## config.mk

```make
export PLATFORM = sky130hd
export DESIGN_NAME = if_pc_redirect
export DESIGN_NICKNAME = d
export VERILOG_FILES = /design/src/rtl/if_pc_redirect_pkg.sv /design/src/rtl/if_pc_redirect_next_pc_sel.sv /design/src/rtl/if_pc_redirect.sv
export SDC_FILE = /design/constraint.sdc
export NUM_CORES = 1
export LEC_CHECK = 0
export CAP_MARGIN = 20
export CORE_MARGIN = 3
export CORE_UTILIZATION = 60
export DETAILED_ROUTE_END_ITERATION = 10
export DONT_BUFFER_PORTS = 1
export HOLD_SLACK_MARGIN = 0.15
export PLACE_DENSITY = 0.83
export REMOVE_ABC_BUFFERS = 1
export SLEW_MARGIN = 20
export SYNTH_ARGS = -nofsm -noshare
export SYNTH_HDL_FRONTEND = slang
export SYNTH_SLANG_ARGS = --single-unit
```

## constraint.sdc

```tcl
create_clock -name clk -period 3 [get_ports clk]
set_input_delay 0.6 -clock clk [delete_from_list [all_inputs] [get_ports clk]]
set_output_delay 0.6 -clock clk [all_outputs]
set_load 0.03 [all_outputs]
```

## src/rtl/if_pc_redirect_pkg.sv

```systemverilog
// ---------------------------------------------------------------------------
// if_pc_redirect_pkg
// Shared definitions for the fetch-stage PC generator of the 5-stage RV32I
// core: default reset PC, the NOP injected on squash, the fetch step, the
// JALR target mask and the two-state fetch FSM encoding.
// ---------------------------------------------------------------------------
package if_pc_redirect_pkg;

    localparam logic [31:0] RESET_PC_DEFAULT  = 32'h0000_0000;
    localparam logic [31:0] NOP_INSTR_DEFAULT = 32'h0000_0013;  // addi x0,x0,0
    localparam logic [31:0] PC_STEP           = 32'h0000_0004;
    localparam logic [31:0] JALR_MASK         = 32'hFFFF_FFFE;

    // BOOT spends exactly one cycle issuing the first fetch; RUN is normal flow.
    typedef enum logic {
        BOOT = 1'b0,
        RUN  = 1'b1
    } fetch_state_e;

    // A fetch target is misaligned when it is not on a 4-byte boundary.
    function automatic logic is_misaligned(input logic [31:0] addr);
        return (addr[1:0] != 2'b00);
    endfunction

endpackage

```

## src/rtl/if_pc_redirect_next_pc_sel.sv

```systemverilog
// ---------------------------------------------------------------------------
// next_pc_sel
// Combinational next-PC arithmetic for the fetch stage.
//   pc_if     : current fetch address
//   if_id_pc  : PC of the instruction in ID (base for branch / JAL targets)
//   id_imm    : sign-extended byte offset of the ID instruction
//   rs1_data  : forwarded rs1 value (base for JALR)
//   jalr      : ID instruction is JALR; selects the masked rs1+imm target
//   seq_pc    : sequential fetch address, pc_if + 4
//   target    : redirect target; all sums are 32-bit modulo
// ---------------------------------------------------------------------------
module next_pc_sel
    import if_pc_redirect_pkg::*;
(
    input  logic [31:0] pc_if,
    input  logic [31:0] if_id_pc,
    input  logic [31:0] id_imm,
    input  logic [31:0] rs1_data,
    input  logic        jalr,
    output logic [31:0] seq_pc,
    output logic [31:0] target
);

    logic [31:0] jalr_sum_s;
    logic [31:0] rel_sum_s;

    // Sequential and redirect target arithmetic; JALR takes precedence over
    // the PC-relative form so a simultaneous JAL+JALR lands on the JALR target.
    always_comb begin
        seq_pc     = pc_if + PC_STEP;
        jalr_sum_s = rs1_data + id_imm;
        rel_sum_s  = if_id_pc + id_imm;
        if (jalr) begin
            target = jalr_sum_s & JALR_MASK;
        end else begin
            target = rel_sum_s;
        end
    end

endmodule

```

## src/rtl/if_pc_redirect.sv

```systemverilog
// ---------------------------------------------------------------------------
// if_pc_redirect
// PC generation and IF/ID pipeline register for the 5-stage RV32I core.
// Takes the ID-stage branch/jump decision, steers the fetch PC, squashes the
// wrong-path fetch on a taken redirect, counts redirects and records any
// misaligned redirect target.
//
// Ports
//   clk, rst_n        : clock (rising edge), asynchronous active-low reset
//   stall             : freezes PC, IF/ID and the redirect counter
//   Branch, SB_type   : branch-test result and "ID holds a conditional branch"
//   jal, jalr         : ID instruction is JAL / JALR
//   id_imm            : sign-extended byte offset of the ID instruction
//   rs1Data           : forwarded rs1 value in ID
//   imem_instr        : instruction word read combinationally at pc_if
//   pc_if             : current fetch address
//   if_id_pc/instr/valid : contents of the IF/ID register
//   redirect          : combinational, a redirect is taken this cycle
//   misalign          : sticky, some redirect target had bits [1:0] != 0
//   redirect_cnt      : number of taken redirects, wraps at 2^32
// ---------------------------------------------------------------------------
module if_pc_redirect
    import if_pc_redirect_pkg::*;
#(
    parameter logic [31:0] RESET_PC  = RESET_PC_DEFAULT,
    parameter logic [31:0] NOP_INSTR = NOP_INSTR_DEFAULT
)
(
    input  logic        clk,
    input  logic        rst_n,
    input  logic        stall,
    input  logic        Branch,
    input  logic        SB_type,
    input  logic        jal,
    input  logic        jalr,
    input  logic [31:0] id_imm,
    input  logic [31:0] rs1Data,
    input  logic [31:0] imem_instr,
    output logic [31:0] pc_if,
    output logic [31:0] if_id_pc,
    output logic [31:0] if_id_instr,
    output logic        if_id_valid,
    output logic        redirect,
    output logic        misalign,
    output logic [31:0] redirect_cnt
);

    fetch_state_e state_r;
    fetch_state_e state_nxt_s;

    logic [31:0] pc_r,         pc_nxt_s;
    logic [31:0] ifid_pc_r,    ifid_pc_nxt_s;
    logic [31:0] ifid_instr_r, ifid_instr_nxt_s;
    logic        ifid_valid_r, ifid_valid_nxt_s;
    logic        misalign_r,   misalign_nxt_s;
    logic [31:0] cnt_r,        cnt_nxt_s;

    logic [31:0] seq_pc_s;
    logic [31:0] target_s;
    logic        take_s;
    logic        redirect_s;

    next_pc_sel u_next_pc_sel (
        .pc_if    (pc_r),
        .if_id_pc (ifid_pc_r),
        .id_imm   (id_imm),
        .rs1_data (rs1Data),
        .jalr     (jalr),
        .seq_pc   (seq_pc_s),
        .target   (target_s)
    );

    // Redirect qualification: Branch is only meaningful with SB_type because
    // the branch tester holds its last result otherwise, and nothing in an
    // invalid (squashed) IF/ID slot may redirect.
    always_comb begin
        take_s = ifid_valid_r & ~stall & ((SB_type & Branch) | jal | jalr);
        if (state_r == RUN) begin
            redirect_s = take_s;
        end else begin
            redirect_s = 1'b0;
        end
    end

    // Next-state and next-register values for the fetch FSM.
    always_comb begin
        state_nxt_s      = state_r;
        pc_nxt_s         = pc_r;
        ifid_pc_nxt_s    = ifid_pc_r;
        ifid_instr_nxt_s = ifid_instr_r;
        ifid_valid_nxt_s = ifid_valid_r;
        misalign_nxt_s   = misalign_r;
        cnt_nxt_s        = cnt_r;
        case (state_r)
            BOOT: begin
                // First fetch is presented at RESET_PC; nothing is latched
                // and stall has no effect here.
                state_nxt_s = RUN;
            end
            RUN: begin
                state_nxt_s = RUN;
                if (stall) begin
                    // Hold everything; a pending redirect is re-evaluated
                    // once the stall drops.
                    pc_nxt_s = pc_r;
                end else if (take_s) begin
                    pc_nxt_s         = target_s;
                    ifid_pc_nxt_s    = pc_r;
                    ifid_instr_nxt_s = NOP_INSTR;
                    ifid_valid_nxt_s = 1'b0;
                    cnt_nxt_s        = cnt_r + 32'd1;
                    if (is_misaligned(target_s)) begin
                        misalign_nxt_s = 1'b1;
                    end else begin
                        misalign_nxt_s = misalign_r;
                    end
                end else begin
                    pc_nxt_s         = seq_pc_s;
                    ifid_pc_nxt_s    = pc_r;
                    ifid_instr_nxt_s = imem_instr;
                    ifid_valid_nxt_s = 1'b1;
                end
            end
            default: begin
                state_nxt_s = BOOT;
            end
        endcase
    end

    // FSM state and fetch-path registers.
    always_ff @(posedge clk or negedge rst_n) begin
        if (!rst_n) begin
            state_r      <= BOOT;
            pc_r         <= RESET_PC;
            ifid_pc_r    <= 32'h0000_0000;
            ifid_instr_r <= NOP_INSTR;
            ifid_valid_r <= 1'b0;
            misalign_r   <= 1'b0;
            cnt_r        <= 32'h0000_0000;
        end else begin
            state_r      <= state_nxt_s;
            pc_r         <= pc_nxt_s;
            ifid_pc_r    <= ifid_pc_nxt_s;
            ifid_instr_r <= ifid_instr_nxt_s;
            ifid_valid_r <= ifid_valid_nxt_s;
            misalign_r   <= misalign_nxt_s;
            cnt_r        <= cnt_nxt_s;
        end
    end

    assign pc_if        = pc_r;
    assign if_id_pc     = ifid_pc_r;
    assign if_id_instr  = ifid_instr_r;
    assign if_id_valid  = ifid_valid_r;
    assign misalign     = misalign_r;
    assign redirect_cnt = cnt_r;
    assign redirect     = redirect_s;

endmodule

```

**After elaboration in Yosys (flattened, before gate mapping)**

Index checks and enable logic that the tools add are counted.

- $add $sub $neg: 4
- Multiplexer cells: 5
- Bitwise logic cells: 6
- Reductions and logical operators: 4

Operators with widths:

| cell | count |
|---|---|
| two-way mux 32 bit | 3 |
| adder 32 bit | 2 |
| adder 32 x 1 -> 32 bit (second input constant) | 1 |
| adder 32 x 3 -> 32 bit (second input constant) | 1 |
| AND reduction 4 bit | 1 |
| bitwise AND 1 bit | 3 |
| AND reduction 3 bit | 1 |
| two-way mux 1 bit | 2 |
| bitwise OR 1 bit | 2 |
| AND reduction 2 bit | 1 |
| nonzero test 2 bit | 1 |
| NOT 1 bit | 1 |

- Register bits after elaboration: 131
- Bits of input ports: 103
- Output and inout bits: 131
- Word-level logic and storage cells: 26

**Logic depth before layout (Yosys ltp)**

- Depth in word-level cells: 5
- Mapped depth: 12
- Gate-level depth less buffers: 12

**Hierarchy**

From an unflattened synthesis, not the netlist that was laid out.

- Cell total of the unflattened synthesis: 1220
- Area total of the unflattened synthesis: 9795.6 sq um

Modules (own cells, without submodules):

| module | instances | cells each | area each (sq um) | sequential area each (sq um) |
|---|---|---|---|---|
| if_pc_redirect | 1 | 607 | 5590.4 | 3281.9 |
| next_pc_sel | 1 | 613 | 4205.3 | 0.0 |

**Least setup slack after synthesis**

No wires, ideal clock.

- Path type: input to register
- Start point: input port id_imm[1]
- End point: register pc_r[30] (netlist: pc_if[30])
- Setup time: 0.126 ns
- Arrival time: 2.992 ns
- Data required time: 2.874 ns
- Setup slack: -0.118 ns
- Cell stages on the path: 11
- Buffers on the path: 0
- Path through: inv_1 fa_1 nor2b_1 o2111ai_1 a2111o_1 a21oi_2 o31ai_2 o32ai_2 o221ai_1 xnor2_1 a221o_1

- Longest elaborated chain between the ends: 3
- Elaborated cells between the ends (all ways): 4
- Classes of those cells: 2 x add/sub; 2 x mux

RTL lines:

| element | RTL line | text |
|---|---|---|
| start: declaration | if_pc_redirect.sv:36 | `input logic [31:0] id_imm,` |
| adder 32 bit, on equally long branches | if_pc_redirect_next_pc_sel.sv:32, if_pc_redirect_next_pc_sel.sv:31 |  |
| two-way mux 32 bit * | if_pc_redirect_next_pc_sel.sv:33 | `if (jalr) begin` |
| two-way mux 32 bit * | if_pc_redirect.sv:106 | `end else if (take_s) begin` |
| end signal: assignment | if_pc_redirect.sv:142 | `pc_r <= pc_nxt_s;` |
| end: declaration | if_pc_redirect.sv:51 | `logic [31:0] pc_r, pc_nxt_s;` |

Every way passes the cells marked *; elsewhere a longest branch is shown, timed or not.
A chain may end at the register's enable or synchronous reset.

**Final worst setup path**

Same ends and word-level chain as after synthesis.

==> metrics.md <==
| Metric | Value |
|---|---|
| Top cells by area, synth | `dfrtp_1 35%, nand2_1 9.5%, ha_1 8.5%` |
| Initial DRC Count | `846` |
| Layout area overhead | `14.8%` |
| Mapped cell area | `9280 sq um` |
| Share of cells above drive strength 1 | `13.2%` |
| Clk_skew | `0.0168 ns` |
| Data required time of the critical path | `3.30 ns` |
| Arr. time, crit path | `3.23 ns` |
| Yosys top cell area share | `34.5%` |
| Worst-Margin Slew | `0.742 ns` |
| First-pass GRT wire length | `42800 um` |
| Hold WS | `-0.125 ns` |
| Met2 Use GR | `50.9%` |
| Fin crit share | `97.6%` |
| Endpoint type of the worst setup path | `flop` |
| Sequential fraction of the synthesis area | `35.4%` |
| Rel. slew slack | `50.3%` |
| Core Region | `14800 sq um` |
| Post-synthesis cell type count | `79` |
| Initial antenna violation count | `0` |
| Vias in the first global route | `8616` |
| Final Hold Fails | `128` |
| CP startpoint kind | `input pin` |
| WS Path Type | `in2reg` |
| Failing checks | `negative hold slack` |
| Synthesized instance count | `1138` |
| Die W | `130 um` |
| Most common cell in the netlist | `nand2_1` |
| N_diodes | `0` |
| DP Wirelength | `20900 um` |
| Setup TNS Final | `0 ns` |
| Num CTS Buffers | `17` |
| Ys flop type | `dfrtp_1` |
| Yosys reg bits | `131` |
| CTS tree | `done` |
| CP Max Fanout | `3` |
| Met3 usage | `6.39%` |
| CTS sink cnt | `131` |
| Hold WC Path Type | `in2async` |
| Maximum VDD drop | `0.000385 V` |
| Nets | `1368` |
| Post-layout min period | `2.93 ns` |
| Largest net degree at the start of global routing | `132` |
| DRC errors left | `0` |
| Asr flop ratio synth | `100%` |
| DP Area | `10000 sq um` |
| Initial core utilization | `62.6%` |
| Die area | `17000 sq um` |
| Final ANT Viol Nets | `0` |
| PD cells | `813 nW/um^2` |
| Synthesis Warnings | `0` |
| RSZ-0062 raised after global routing | `yes` |
| Routed WL per cell | `19.9 um` |
| IO Pins | `234` |
| Outcome | `finished, violations left` |
| Final setup viols | `0` |
| Max frequency | `0.342 GHz` |
| Total number of vias | `8947` |
| Maxcap violations | `0` |
| Root Driver | `clkbuf_16` |
| DR pass1 iterations | `7` |
| Total Routed Length | `27800 um` |
| EDFF count, synth | `0` |
| IO buf count | `0` |
| Syn_area_per_cell | `8.15 sq um` |
| Final instance area | `10600 sq um` |
| Final Slew Violations | `0` |
| Final GP Congestion | `0.945` |
| M1 GR Usage | `43.0%` |
| Clk buf depth | `2` |
| Chip height | `130 um` |
| GRT Overall Usage | `31.9%` |
| Layer with the highest usage | `met2` |
| Via-to-Cell Ratio | `6.40` |
| Row count | `44` |
| Cell taking the most area after synthesis | `dfrtp_1` |
| H-tree levels | `4` |
| Top cells by count, synth | `234 x nand2_1, 128 x dfrtp_1, 84 x a21oi_1` |
| Global route overflow | `0` |
| Clk_lat worst skew | `0.42 ns` |
| Leakage | `5.00 nW` |
| CTS clk-pin slew, worst paths | `0.07 ns` |
| Fill cells | `1140` |
## routing by layer
metal / vias up / share of wire (%) / wire length [um]
li1: 4175 / - / -
met1: 4200 / 41 / 11300
met2: 513 / 46 / 12800
met3: 59 / 11 / 2980
met4: 0 / 2.8 / 780
met5: - / 0 / 0
## state kept, by name, summed over array words and instances, names as in the netlist
register	cells
misalign	1
pc_if	32
if_id_pc	32
if_id_instr	32
state_r	1
if_id_valid	1
redirect_cnt	32
## cell usage in the layout, fill, tap and decap left out, types with 4 or more instances in the layout
cell	n
a211oi_1	9
a21o_1	25
a21oi_1	80
a21oi_2	5
a221oi_1	6
a31oi_1	10
and3_1	17
buf_4	91
clkbuf_16	17
dfrtp_1	128
ha_1	62
inv_1	28
inv_6	6
inv_8	4
mux2i_1	5
nand2_1	234
nand2b_1	7
nand3_1	63
nand4_1	28
nor2_1	78
nor2b_1	4
nor3_1	18
nor4_1	4
o211ai_1	9
o21a_1	8
o21ai_0	46
o21ai_1	21
o21bai_1	8
o221ai_1	4
o22ai_1	6
o311ai_1	4
o31ai_1	5
or3_1	4
xnor2_1	54
xor2_1	36
## critical path, cell delays in order
cell,delay (ns)
inv_1,0.05
fa_1,0.46
nor2b_2,0.18
o2111ai_2,0.18
a2111o_1,0.48
a21oi_2,0.22
o31ai_2,0.12
o32ai_2,0.31
o221ai_1,0.18
xnor2_1,0.16
a221o_1,0.30
## stage by stage
stage               utilization [%]  power [mW]  std cells  setup WS [ns]
floorplan                         -        5.33       1090         -0.788
finish                         71.9        8.66       1397         0.0719
global route                   71.9        9.15       1397        -0.0537
detailed placement             67.5        6.52       1364         -0.429
global placement               67.5        6.45       1364         -0.365
CTS                            71.4        8.55       1396        0.00304
## cell type report
| class | instances | area [sq um] | area share [%] |
|---|---|---|---|
| timing repair buffer | 91 | 683 | 6.42 |
| clock buffer | 17 | 425 | 4.00 |
| multi-input combinational | 928 | 5770 | 54.2 |
| inverter | 31 | 116 | 1.09 |
| tap | 184 | 230 | 2.16 |
| sequential | 131 | 3280 | 30.8 |
| clock inverter | 15 | 141 | 1.33 |
## path summary, 6_finish.rpt
kind / startpoint / endpoint / slack (ns) / cells past startpoint
setup / recovery: id_imm[1] / pc_if[30] / 0.07 / 11
hold reg to reg: if_id_instr[4] / if_id_instr[4] / 0.54 / 2
hold / removal: rst_n / if_id_pc[7] / -0.13 / 0
min in group clk: jalr / pc_if[25] / 0.30 / 1
max in group asynchronous: rst_n / if_id_instr[0] / 2.82 / 0
setup reg to reg: if_id_pc[2] / pc_if[29] / 0.13 / 13
## power breakdown
part	internal (mW)	switching [mW]
clock network	1.10	0.901
logic	1.42	2.19
registers	2.17	0.882
## logic make-up (layout without fill, tap and decap cells)
group | after synthesis | in the layout | synth area share (%)
other | 1 | 1 | 0.0404
multiplexers | 5 | 5 | 0.539
flip-flops | 131 | 131 | 35.4
buffers and inverters | 79 | 154 | 3.34
adder cells (fa/ha/maj) | 65 | 65 | 8.93
AND/OR/NAND/NOR | 481 | 481 | 23.6
AO/OA/AOI/OAI | 285 | 285 | 19.6
XOR/XNOR | 91 | 91 | 8.59
## timing repair
item	CTS	global route
gates resized for setup	0	19
endpoints found under the hold margin	131	131
endpoints found under the setup margin	0	11
setup buffers	0	1
Power figures use the tool's default switching activity.
